`config.mk`:
```
export PLATFORM = sky130hd
export DESIGN_NAME = pipe_hazard_ctrl
export DESIGN_NICKNAME = d
export VERILOG_FILES = /design/src/rtl/pipe_ctrl_pkg.sv /design/src/rtl/haz_fwd_unit.sv /design/src/rtl/pipe_hazard_ctrl.sv
export SDC_FILE = /design/constraint.sdc
export NUM_CORES = 1
export LEC_CHECK = 0
export CAP_MARGIN = 20
export CORE_UTILIZATION = 60
export CTS_CLUSTER_DIAMETER = 150
export CTS_CLUSTER_SIZE = 20
export DETAILED_ROUTE_END_ITERATION = 10
export DONT_BUFFER_PORTS = 1
export PLACE_DENSITY = 0.83
export SYNTH_ARGS = -nofsm -noshare
export SYNTH_HDL_FRONTEND = slang
export SYNTH_SLANG_ARGS = --single-unit
```
`constraint.sdc`:
```
create_clock -name clk -period 4 [get_ports clk]
set_input_delay 0.6 -clock clk [delete_from_list [all_inputs] [get_ports clk]]
set_output_delay 0.6 -clock clk [all_outputs]
set_load 0.05 [all_outputs]
```
`src/rtl/pipe_ctrl_pkg.sv`:
```
// pipe_ctrl_pkg: shared types and constants for the filter-processor pipeline
// hazard controller.
//   state_t          - controller FSM state (RUN, MEM_WAIT)
//   FWD_RF/MEM/WB    - EX operand-forwarding select codes
//   REG_W            - register-index width (16 architectural registers)
package pipe_ctrl_pkg;

    localparam int REG_W = 4;

    localparam logic [1:0] FWD_RF  = 2'd0;
    localparam logic [1:0] FWD_MEM = 2'd1;
    localparam logic [1:0] FWD_WB  = 2'd2;

    typedef enum logic {
        RUN      = 1'b0,
        MEM_WAIT = 1'b1
    } state_t;

endpackage

```
`src/rtl/haz_fwd_unit.sv`:
```
// haz_fwd_unit: combinational register-index comparisons for the hazard
// controller. Produces the ID-stage hazard hit and the EX operand-forward
// selects; no state.
// Build option: HAZ_FORWARD_EN
//   defined   - haz is the load-use hit, fwd_a/fwd_b select MEM/WB bypasses
//   undefined - haz is a full RAW hit against EX/MEM/WB, fwd_a/fwd_b are 0
// Ports:
//   id_rs1/2, id_use1/2       : ID sources and their use flags
//   ex_rs1/2                  : EX sources
//   ex_rg/mem_rg/wb_rg, *_we  : per-stage destination and write flag
//   ex_is_load, mem_is_load   : stage result comes from data memory
//   haz                       : ID instruction must stall one cycle
//   fwd_a, fwd_b              : EX operand source selects
module haz_fwd_unit
    import pipe_ctrl_pkg::*;
(
    input  logic [REG_W-1:0] id_rs1,
    input  logic [REG_W-1:0] id_rs2,
    input  logic             id_use1,
    input  logic             id_use2,
    input  logic [REG_W-1:0] ex_rs1,
    input  logic [REG_W-1:0] ex_rs2,
    input  logic [REG_W-1:0] ex_rg,
    input  logic [REG_W-1:0] mem_rg,
    input  logic [REG_W-1:0] wb_rg,
    input  logic             ex_we,
    input  logic             mem_we,
    input  logic             wb_we,
    input  logic             ex_is_load,
    input  logic             mem_is_load,
    output logic             haz,
    output logic [1:0]       fwd_a,
    output logic [1:0]       fwd_b
);

    localparam int NUM_SRC = 2;

    logic [NUM_SRC-1:0][REG_W-1:0] id_src;
    logic [NUM_SRC-1:0][REG_W-1:0] ex_src;
    logic [NUM_SRC-1:0]            id_use;
    logic [NUM_SRC-1:0]            src_hit;
    logic [NUM_SRC-1:0][1:0]       fwd;

    assign id_src = {id_rs2, id_rs1};
    assign ex_src = {ex_rs2, ex_rs1};
    assign id_use = {id_use2, id_use1};

    for (genvar i = 0; i < NUM_SRC; i++) begin : g_src
`ifdef HAZ_FORWARD_EN
        // Only a load in EX cannot be bypassed in time; everything else forwards.
        assign src_hit[i] = id_use[i] & ex_is_load & ex_we & (ex_rg == id_src[i]);
        // A load result sitting in MEM is not yet available on the ALU bypass.
        assign fwd[i] = (mem_we && !mem_is_load && (mem_rg == ex_src[i])) ? FWD_MEM :
                        (wb_we  && (wb_rg == ex_src[i]))                   ? FWD_WB  :
                                                                             FWD_RF;
`else
        assign src_hit[i] = id_use[i] & ((ex_we  & (ex_rg  == id_src[i])) |
                                         (mem_we & (mem_rg == id_src[i])) |
                                         (wb_we  & (wb_rg  == id_src[i])));
        assign fwd[i]     = FWD_RF;
`endif
    end

    assign haz   = |src_hit;
    assign fwd_a = fwd[0];
    assign fwd_b = fwd[1];

`ifndef HAZ_FORWARD_EN
    // Without bypassing these inputs carry no information for this unit.
    logic unused_nofwd;
    assign unused_nofwd = ^{ex_src, ex_is_load, mem_is_load};
`endif

endmodule

```
`src/rtl/pipe_hazard_ctrl.sv`:
```
// pipe_hazard_ctrl: hazard/stall controller for the 5-stage filter pipeline.
// Per cycle decides load/hold/bubble for IF/ID, ID/EX, EX/MEM and MEM/WB,
// drives EX forwarding selects and waits on the data-memory handshake with a
// timeout. All control outputs are Mealy (same-cycle).
// Build option: HAZ_FORWARD_EN (see haz_fwd_unit) selects load-use+forwarding
// versus full RAW stalling with forwarding disabled.
// Parameters: MEM_TIMEOUT (>=2) stalled cycles before forced release,
//             CNT_W width of the saturating stall counter.
// Ports:
//   clk, rst_n                     : clock, synchronous active-low reset
//   id_*/ex_*/mem_*/wb_*           : stage register indices and flags
//   branch_taken                   : EX resolved a taken branch
//   mem_req, mem_ack               : data-memory handshake
//   *_en, *_bubble                 : pipeline register load / kill controls
//   fwd_a, fwd_b                   : EX operand sources
//   mem_err                        : sticky memory-timeout flag
//   stall_cnt                      : cycles with pc_en low, saturating
module pipe_hazard_ctrl
    import pipe_ctrl_pkg::*;
#(
    parameter int MEM_TIMEOUT = 64,
    parameter int CNT_W       = 16
) (
    input  logic             clk,
    input  logic             rst_n,
    input  logic [REG_W-1:0] id_rs1,
    input  logic [REG_W-1:0] id_rs2,
    input  logic             id_use1,
    input  logic             id_use2,
    input  logic [REG_W-1:0] ex_rs1,
    input  logic [REG_W-1:0] ex_rs2,
    input  logic [REG_W-1:0] ex_rg,
    input  logic [REG_W-1:0] mem_rg,
    input  logic [REG_W-1:0] wb_rg,
    input  logic             ex_we,
    input  logic             mem_we,
    input  logic             wb_we,
    input  logic             ex_is_load,
    input  logic             mem_is_load,
    input  logic             branch_taken,
    input  logic             mem_req,
    input  logic             mem_ack,
    output logic             pc_en,
    output logic             if_id_en,
    output logic             id_ex_en,
    output logic             ex_mem_en,
    output logic             mem_wb_en,
    output logic             if_id_bubble,
    output logic             id_ex_bubble,
    output logic             mem_wb_bubble,
    output logic [1:0]       fwd_a,
    output logic [1:0]       fwd_b,
    output logic             mem_err,
    output logic [CNT_W-1:0] stall_cnt
);

    localparam int                WAIT_W    = $clog2(MEM_TIMEOUT);
    localparam logic [WAIT_W-1:0] WAIT_LAST = WAIT_W'(MEM_TIMEOUT - 1);

    state_t            state, state_nxt;
    logic [WAIT_W-1:0] wait_cnt;
    logic              timeout;
    logic              mem_stall;
    logic              haz;
    logic [1:0]        fwd_a_cmp, fwd_b_cmp;

    haz_fwd_unit u_cmp (
        .id_rs1      (id_rs1),
        .id_rs2      (id_rs2),
        .id_use1     (id_use1),
        .id_use2     (id_use2),
        .ex_rs1      (ex_rs1),
        .ex_rs2      (ex_rs2),
        .ex_rg       (ex_rg),
        .mem_rg      (mem_rg),
        .wb_rg       (wb_rg),
        .ex_we       (ex_we),
        .mem_we      (mem_we),
        .wb_we       (wb_we),
        .ex_is_load  (ex_is_load),
        .mem_is_load (mem_is_load),
        .haz         (haz),
        .fwd_a       (fwd_a_cmp),
        .fwd_b       (fwd_b_cmp)
    );

    // The RUN cycle that enters MEM_WAIT is stall #1, so MEM_WAIT cycles with
    // wait_cnt 0..MEM_TIMEOUT-2 complete MEM_TIMEOUT stalls and the cycle at
    // MEM_TIMEOUT-1 is the forced release, treated like an ack cycle.
    assign timeout = (state == MEM_WAIT) && !mem_ack && (wait_cnt == WAIT_LAST);

    always_comb begin
        state_nxt = state;
        mem_stall = 1'b0;
        case (state)
            RUN: begin
                if (mem_req && !mem_ack) begin
                    state_nxt = MEM_WAIT;
                    mem_stall = 1'b1;
                end
            end
            MEM_WAIT: begin
                if (mem_ack || timeout) state_nxt = RUN;
                else                    mem_stall = 1'b1;
            end
            default: state_nxt = RUN;
        endcase
    end

    always_ff @(posedge clk) begin
        if (!rst_n) begin
            state     <= RUN;
            wait_cnt  <= '0;
            mem_err   <= 1'b0;
            stall_cnt <= '0;
        end else begin
            state    <= state_nxt;
            wait_cnt <= (state == MEM_WAIT && state_nxt == MEM_WAIT) ? wait_cnt + 1'b1 : '0;
            if (timeout) mem_err <= 1'b1;
            if (!pc_en && stall_cnt != '1) stall_cnt <= stall_cnt + 1'b1;
        end
    end

    always_comb begin
        pc_en         = 1'b1;
        if_id_en      = 1'b1;
        id_ex_en      = 1'b1;
        ex_mem_en     = 1'b1;
        mem_wb_en     = 1'b1;
        if_id_bubble  = 1'b0;
        id_ex_bubble  = 1'b0;
        mem_wb_bubble = 1'b0;
        fwd_a         = fwd_a_cmp;
        fwd_b         = fwd_b_cmp;
        if (!rst_n) begin
            // Flush: every register loads a killed entry.
            if_id_bubble  = 1'b1;
            id_ex_bubble  = 1'b1;
            mem_wb_bubble = 1'b1;
            fwd_a         = FWD_RF;
            fwd_b         = FWD_RF;
        end else if (mem_stall) begin
            // Freeze the pipe; WB must not retire the held MEM result twice.
            pc_en         = 1'b0;
            if_id_en      = 1'b0;
            id_ex_en      = 1'b0;
            ex_mem_en     = 1'b0;
            mem_wb_bubble = 1'b1;
        end else if (branch_taken) begin
            if_id_bubble  = 1'b1;
            id_ex_bubble  = 1'b1;
        end else if (haz) begin
            pc_en         = 1'b0;
            if_id_en      = 1'b0;
            id_ex_bubble  = 1'b1;
        end
    end

endmodule

```
==> results of run 1 <==
cells in the mapped netlist (all sizes together) (7+ instances only):
cell type	count	area (um^2)
nand2	11	41.3
o211ai	8	60.1
inv	12	45.0
o21ai	9	45.0
o31ai	7	66.3
nand3	16	80.1
a21oi	7	35.0
buf	9	71.3
dfxtp	24	480
xnor2	11	96.3
nor2	11	41.3
xor2	14	123
final timing paths:
kind / slack (ns) / endpoint / cells past startpoint
setup / recovery: 0.65 / if_id_en / 7
hold / removal: 0.41 / stall_cnt[8] / 2
setup reg to reg: 1.25 / stall_cnt[15] / 8
hold reg to reg: 0.46 / wait_cnt[0] / 1
metal layers:
layer	wire length (um)	share of wire, %
met4	66	1.9
met5	0	0
met2	1780	51
met1	1300	37
met3	333	9.6
worst max-delay path: stages, from the launching register on:
cell	delay, ns
dfxtp_1	0.37
ha_1	0.19
and3_4	0.22
a41oi_2	0.16
and2_1	0.27
inv_1	0.69
o31a_1	0.25
buf_4	0.29
stage by stage:
| stage | setup WS (ns) | hold WS, ns |
|---|---|---|
| 2_1_floorplan | 1.00 | 0.418 |
| 3_3_place_gp | 1.04 | 0.429 |
| 3_5_place_dp | 1.00 | 0.448 |
| 4_1_cts | 0.630 | 0.405 |
| 5_1_grt | 0.482 | 0.397 |
| 6_report | 0.650 | 0.411 |
cells by family (layout without fill, tap and decap cells):
| logic type | count (synthesis) | count (layout) | share of synthesized area [%] |
|---|---|---|---|
| other | 2 | 5 | 0.490 |
| buffers and inverters | 23 | 18 | 8.08 |
| flip-flops | 24 | 24 | 31.3 |
| XOR/XNOR | 25 | 25 | 14.3 |
| AO/OA/AOI/OAI | 39 | 39 | 18.2 |
| AND/OR/NAND/NOR | 69 | 69 | 24.7 |
| multiplexers | 2 | 2 | 1.31 |
| adder cells (fa/ha/maj) | 2 | 2 | 1.63 |
flip-flops by register name, indices dropped and copies added (netlist names):
signal,count
stall_cnt,16
mem_err,1
state,1
wait_cnt,6
layout make-up:
type | instances | area, um^2
clock buffers | 3 | 22.5
repair buffers | 2 | 15.0
fillers | 183 | 751
multi-input cells | 142 | 940
inverters | 12 | 45.0
flip-flops and latches | 24 | 480
clock inverters | 1 | 30.0
well taps | 28 | 35.0
report_power, final:
part	switching, W	internal [W]
Sequential	0.00000794	0.000241
Clock	0.0000732	0.000101
Combinational	0.0000518	0.0000230
Total	0.000133	0.000366
==> impl_results.md, run 1 <==
* Count of final setup violators at 0
* Largest net degree at the start of global routing at 27
* FP Rows at 17
* Post-synth EDFFs at 0
* Status: completed
* H-tree lvl count at 1
* Post-CTS setup buffers at 0
* Met3 usage at 10.7%
* Routed WL per cell at 16.4 um
* Hold Crit Class: primary input to flop
* Synth Warn # at 0
* Minimum clock period at ~3.4 ns
* Die ar. at around 0.0028 mm^2
* Critical path fanouts, max at 6
* Global route hottest layer: met2
* Ys flop type: dfxtp_1
* Avg Synthesized Cell Area at ~8.2 um^2
* Hold Path Origin: rst_n
* Final wirelength at approximately 3500 um
* PostCTS Resize Cnt at 0
* Total GRT Usage at 26.8%
* Maximum operating frequency at 298 MHz
* Clock sinks at 24
* FF-to-FF Start: wait_cnt[0]
* Die X at 52.5 um
* Critical Path Start Type: flop
* Vias per inst at between 6 and 7
* CTS clk-pin slew, worst paths at 0.14 ns
* Commonest cells after routing, fill and taps aside: dfxtp_1, nand3_1, xor2_1, inv_1
* Setup TNS at 0 ns
* #FFs+latches synth at 24
* First-pass iteration count of the detailed router at 4
* Netlist cell types at 40
* Async SR Flop Fraction at 0%
* Remaining Overflow, GRT at 0
* Post-Synthesis Cells at ~190
* Sequential element share of the synthesized area at 31.3%
* Initial antenna violation count at 0
* Worst-Skew Late Latency at 0.32 ns
* Setup crit start: wait_cnt[0]
* Share of layout cells above drive strength 1 at around 6.0%
* Setup crit end kind: primary output
* # diodes at 0
* Die height at 52.5 um
* First-pass GRT wire length at around 5400 um
* Post-DP Area at approximately 0.0015 mm^2
* CTS tree: built
* Starting DRT DRC Count at 37
* Core area at 0.00232 mm^2
* # DRC at 0
* Util after Layout at 67.6%
* Post-route cell area at ~0.0016 mm^2
* # IOs at 69
* Max-slew violations at 0
* Clock skew at 0.0155 ns
* Worst EP arrival at 2.75 ns
* VDD IR max at 0.259 mV
* Grt met2 use at 47.9%
* Pleak at 0.521 nW
* Total Nets Final at 227
* IO buf count at 0
* CP required at 3.40 ns
* Final Cycle Share at 83.8%
* CTS buffer count at 3
* DPL Wire Length at approximately 2600 um
* Pwr Total at 0.000498 W
* Mapped Area at 0.00153 mm^2
* GPL Wtd Cong at 0.792
* Inst Count DP at 208
* Pwr Density at 318 mW/mm^2
* Root Buffer: clkbuf_4
* Hold buffers post-CTS at 0
* Unrepaired setup endpoints after global routing: false
* Worst Max-Slew Pin Slew at 1.03 ns
* Most common library cell in the layout ignoring fill and taps: dfxtp_1
* Vias in the first global route at 1346
* Final Hold Viols at 0
* Initial Utilization at roughly 66%
* Max-slew headroom at 30.7%
* Vias at about 1400
* Non-filler instance count after layout at 212
* M1 GR Usage at 27.1%
* Layout area overhead at 2.29%
* Bufs on Longest Clock Path at 2
* DRT antenna net count at 0
* WS Path Type: flop to primary output
* Max_cap viols at 0
Power figures use the tool's default switching activity.
==> inputs of run 2 (changes only) <==
--- a/config.mk
+++ b/config.mk
@@ -6,12 +6,12 @@
 export NUM_CORES = 1
 export LEC_CHECK = 0
 export CAP_MARGIN = 20
-export CORE_UTILIZATION = 60
+export CORE_UTILIZATION = 56
 export CTS_CLUSTER_DIAMETER = 150
 export CTS_CLUSTER_SIZE = 20
 export DETAILED_ROUTE_END_ITERATION = 10
 export DONT_BUFFER_PORTS = 1
-export PLACE_DENSITY = 0.83
+export PLACE_DENSITY = 0.81
 export SYNTH_ARGS = -nofsm -noshare
 export SYNTH_HDL_FRONTEND = slang
 export SYNTH_SLANG_ARGS = --single-unit
==> constraint.sdc (replaced) <==
create_clock -name clk -period 2.8 [get_ports clk]
set_input_delay 0.42 -clock clk [delete_from_list [all_inputs] [get_ports clk]]
set_output_delay 0.42 -clock clk [all_outputs]
set_load 0.05 [all_outputs]
==> run 2 against run 1 <==
  * First-iteration DRC count is 19% lower
  * Wire length down 3.6%
  * Register-to-register slack got worse by 0.79 ns
  * Global-route usage shrank 2.4 points
  * Setup slack got worse by 0.29 ns
  * Cell count up 6.1%
  * Sequential cell count unchanged
  * Final area up 4.9%
  * Die area increased by 6.9%
  * Core utilization shrank 2.4 points
  * Via count is 1.4% lower
  * Critical path type unchanged
  * Largest power group unchanged
  * Highest routed layer unchanged
==> impl_results.md, run 2 (synthesis gave the netlist of run 1 again) <==
* Status: completed
* Minimum clock period at 2.44 ns
* WS Path Type: flop to primary output
* Setup TNS at 0 ns
* Maximum operating frequency at 410 MHz
* Util after Layout at roughly two thirds
* PostCTS Resize Cnt at 0
* Max_cap viols at 0
* Post-CTS setup buffers at 0
* Vias at 1362
* Hold Crit Class: primary input to flop
* FP Rows at 18
* Area of the multi-input gates at 941 um^2
* Sequential Area at roughly 480 um^2
* Clock skew at 0.00703 ns
* Largest register FFs at 16
* Post-route cell area at 0.00164 mm^2
* Hold buffers post-CTS at 0
* First-pass GRT wire length at approximately 5200 um
* Initial Utilization at between 60% and 70%
* DPL Wire Length at approximately 2600 um
* Worst Max-Slew Pin Slew at 0.632 ns
* Routed WL per cell at 14.9 um
* Switching fraction of total power at 30.1%
* Bufs on Longest Clock Path at 2
* Vias per inst at 6.05
* Combinational share of power at ~20%
* Pwr Density at 379 mW/mm^2
* Die X at 54.3 um
* DRT antenna net count at 0
* Max-slew headroom at 57.8%
* Final Hold Viols at 0
* Worst EP arrival at 2.02 ns
* # DRC at 0
* Starting DRT DRC Count at 30
* GPL Wtd Cong at 0.787
* Remaining Overflow, GRT at 0
* Critical path fanouts, max at 6
* Sw power at 0.000187 W
* Vias in the first global route at about 1300
* Final wirelength at about 3400 um
* Share of layout cells above drive strength 1 at 11.8%
* # IOs at 69
* Sequential share of power at 55.6%
* Total GRT Usage at between 20% and 30%
* Largest net degree at the start of global routing at 27
* Setup crit end kind: primary output
* Critical Path Start Type: flop
* IO buf count at 0
* Worst-Skew Late Latency at 0.32 ns
* Final-layout fill cell count at 229
* Die height at 54.3 um
* CTS tree: built
* Die ar. at 0.00295 mm^2
* Unrepaired setup endpoints after global routing: false
* CTS buffer count at 3
* CTS clk-pin slew, worst paths at 0.13 ns
* Most common library cell in the layout ignoring fill and taps: dfxtp_1
* Initial antenna violation count at 0
* Biggest register: stall_cnt
* Pwr Total at ~0.00062 W
* Final Cycle Share at 87.1%
* Total Nets Final at ~240
* Core area at about 0.0025 mm^2
* Root Buffer: clkbuf_4
* Clk pwr share at between 20 and 25%
* Pleak at 0.575 nW
* # diodes at 0
* CP required at ~2.4 ns
* Post-DP Area at 0.00162 mm^2
* H-tree lvl count at 1
* Max-slew violations at 0
* Layout area overhead at 7.27%
* Commonest cells after routing, fill and taps aside: dfxtp_1, nand3_1, xor2_1, buf_4, inv_1
* First-pass iteration count of the detailed router at 4
* Internal power at 0.000436 W
* Top Registers: stall_cnt x16, wait_cnt x6
* Clock sinks at 24
* VDD IR max at 0.244 mV
* Count of final setup violators at 0
-- run 2: cell count changes in the layout (fill, tap and decap cells not counted) --
cell and delta:
buf_12 +1, buf_4 +11, bufinv_16 -1, o31a_1 -1, o31a_2 +1
-- run 2: worst max-delay path, stage by stage (launching register included) --
cell,delay (ns)
dfxtp_1,0.35
ha_1,0.23
and3_4,0.17
a41oi_2,0.24
and2_1,0.31
inv_1,0.10
o31a_2,0.14
buf_12,0.17
-- run 2: final timing paths --
kind | startpoint | endpoint | slack [ns] | depth (start not counted)
worst max-delay path | wait_cnt[0] | pc_en | 0.36 | 7
worst min-delay path | rst_n | stall_cnt[8] | 0.23 | 2
worst max register to register | wait_cnt[0] | stall_cnt[15] | 0.46 | 9
worst min register to register | wait_cnt[0] | wait_cnt[0] | 0.47 | 1
-- run 2: layout make-up --
type / instances / area share, %
clock buffers: 3 / 1.37
inverters: 12 / 2.74
multi-input cells: 142 / 57.2
flip-flops and latches: 24 / 29.2
well taps: 30 / 2.28
repair buffers: 14 / 7.15
-- run 2: power by group through the flow --
stage | Sequential, W | Combinational (W) | Clock, W
after floorplan | 0.000362 | 0.000104 | 0
after CTS | 0.000347 | 0.000123 | 0.000159
final | 0.000347 | 0.000123 | 0.000154
after global routing | 0.000347 | 0.000133 | 0.000169
after detailed placement | 0.000354 | 0.000122 | 0
after global placement | 0.000354 | 0.000120 | 0
-- run 2: through the flow --
step / setup WS, ns / hold slack [ns] / instances
global route: 0.211 / 0.230 / 225
detailed placement: 0.485 / 0.452 / 222
global placement: 0.539 / 0.430 / 222
finish: 0.362 / 0.230 / 225
CTS: 0.359 / 0.221 / 225
floorplan: 0.159 / 0.418 / 189
-- run 2: layer usage --
metal,part of all wire (%),global-route usage (%),vias to the layer above
li1,-,-,677
met1,40,24.7,639
met2,52,45.5,42
met3,7.0,8.89,4
met4,0.92,8.12,0
met5,0,0,-
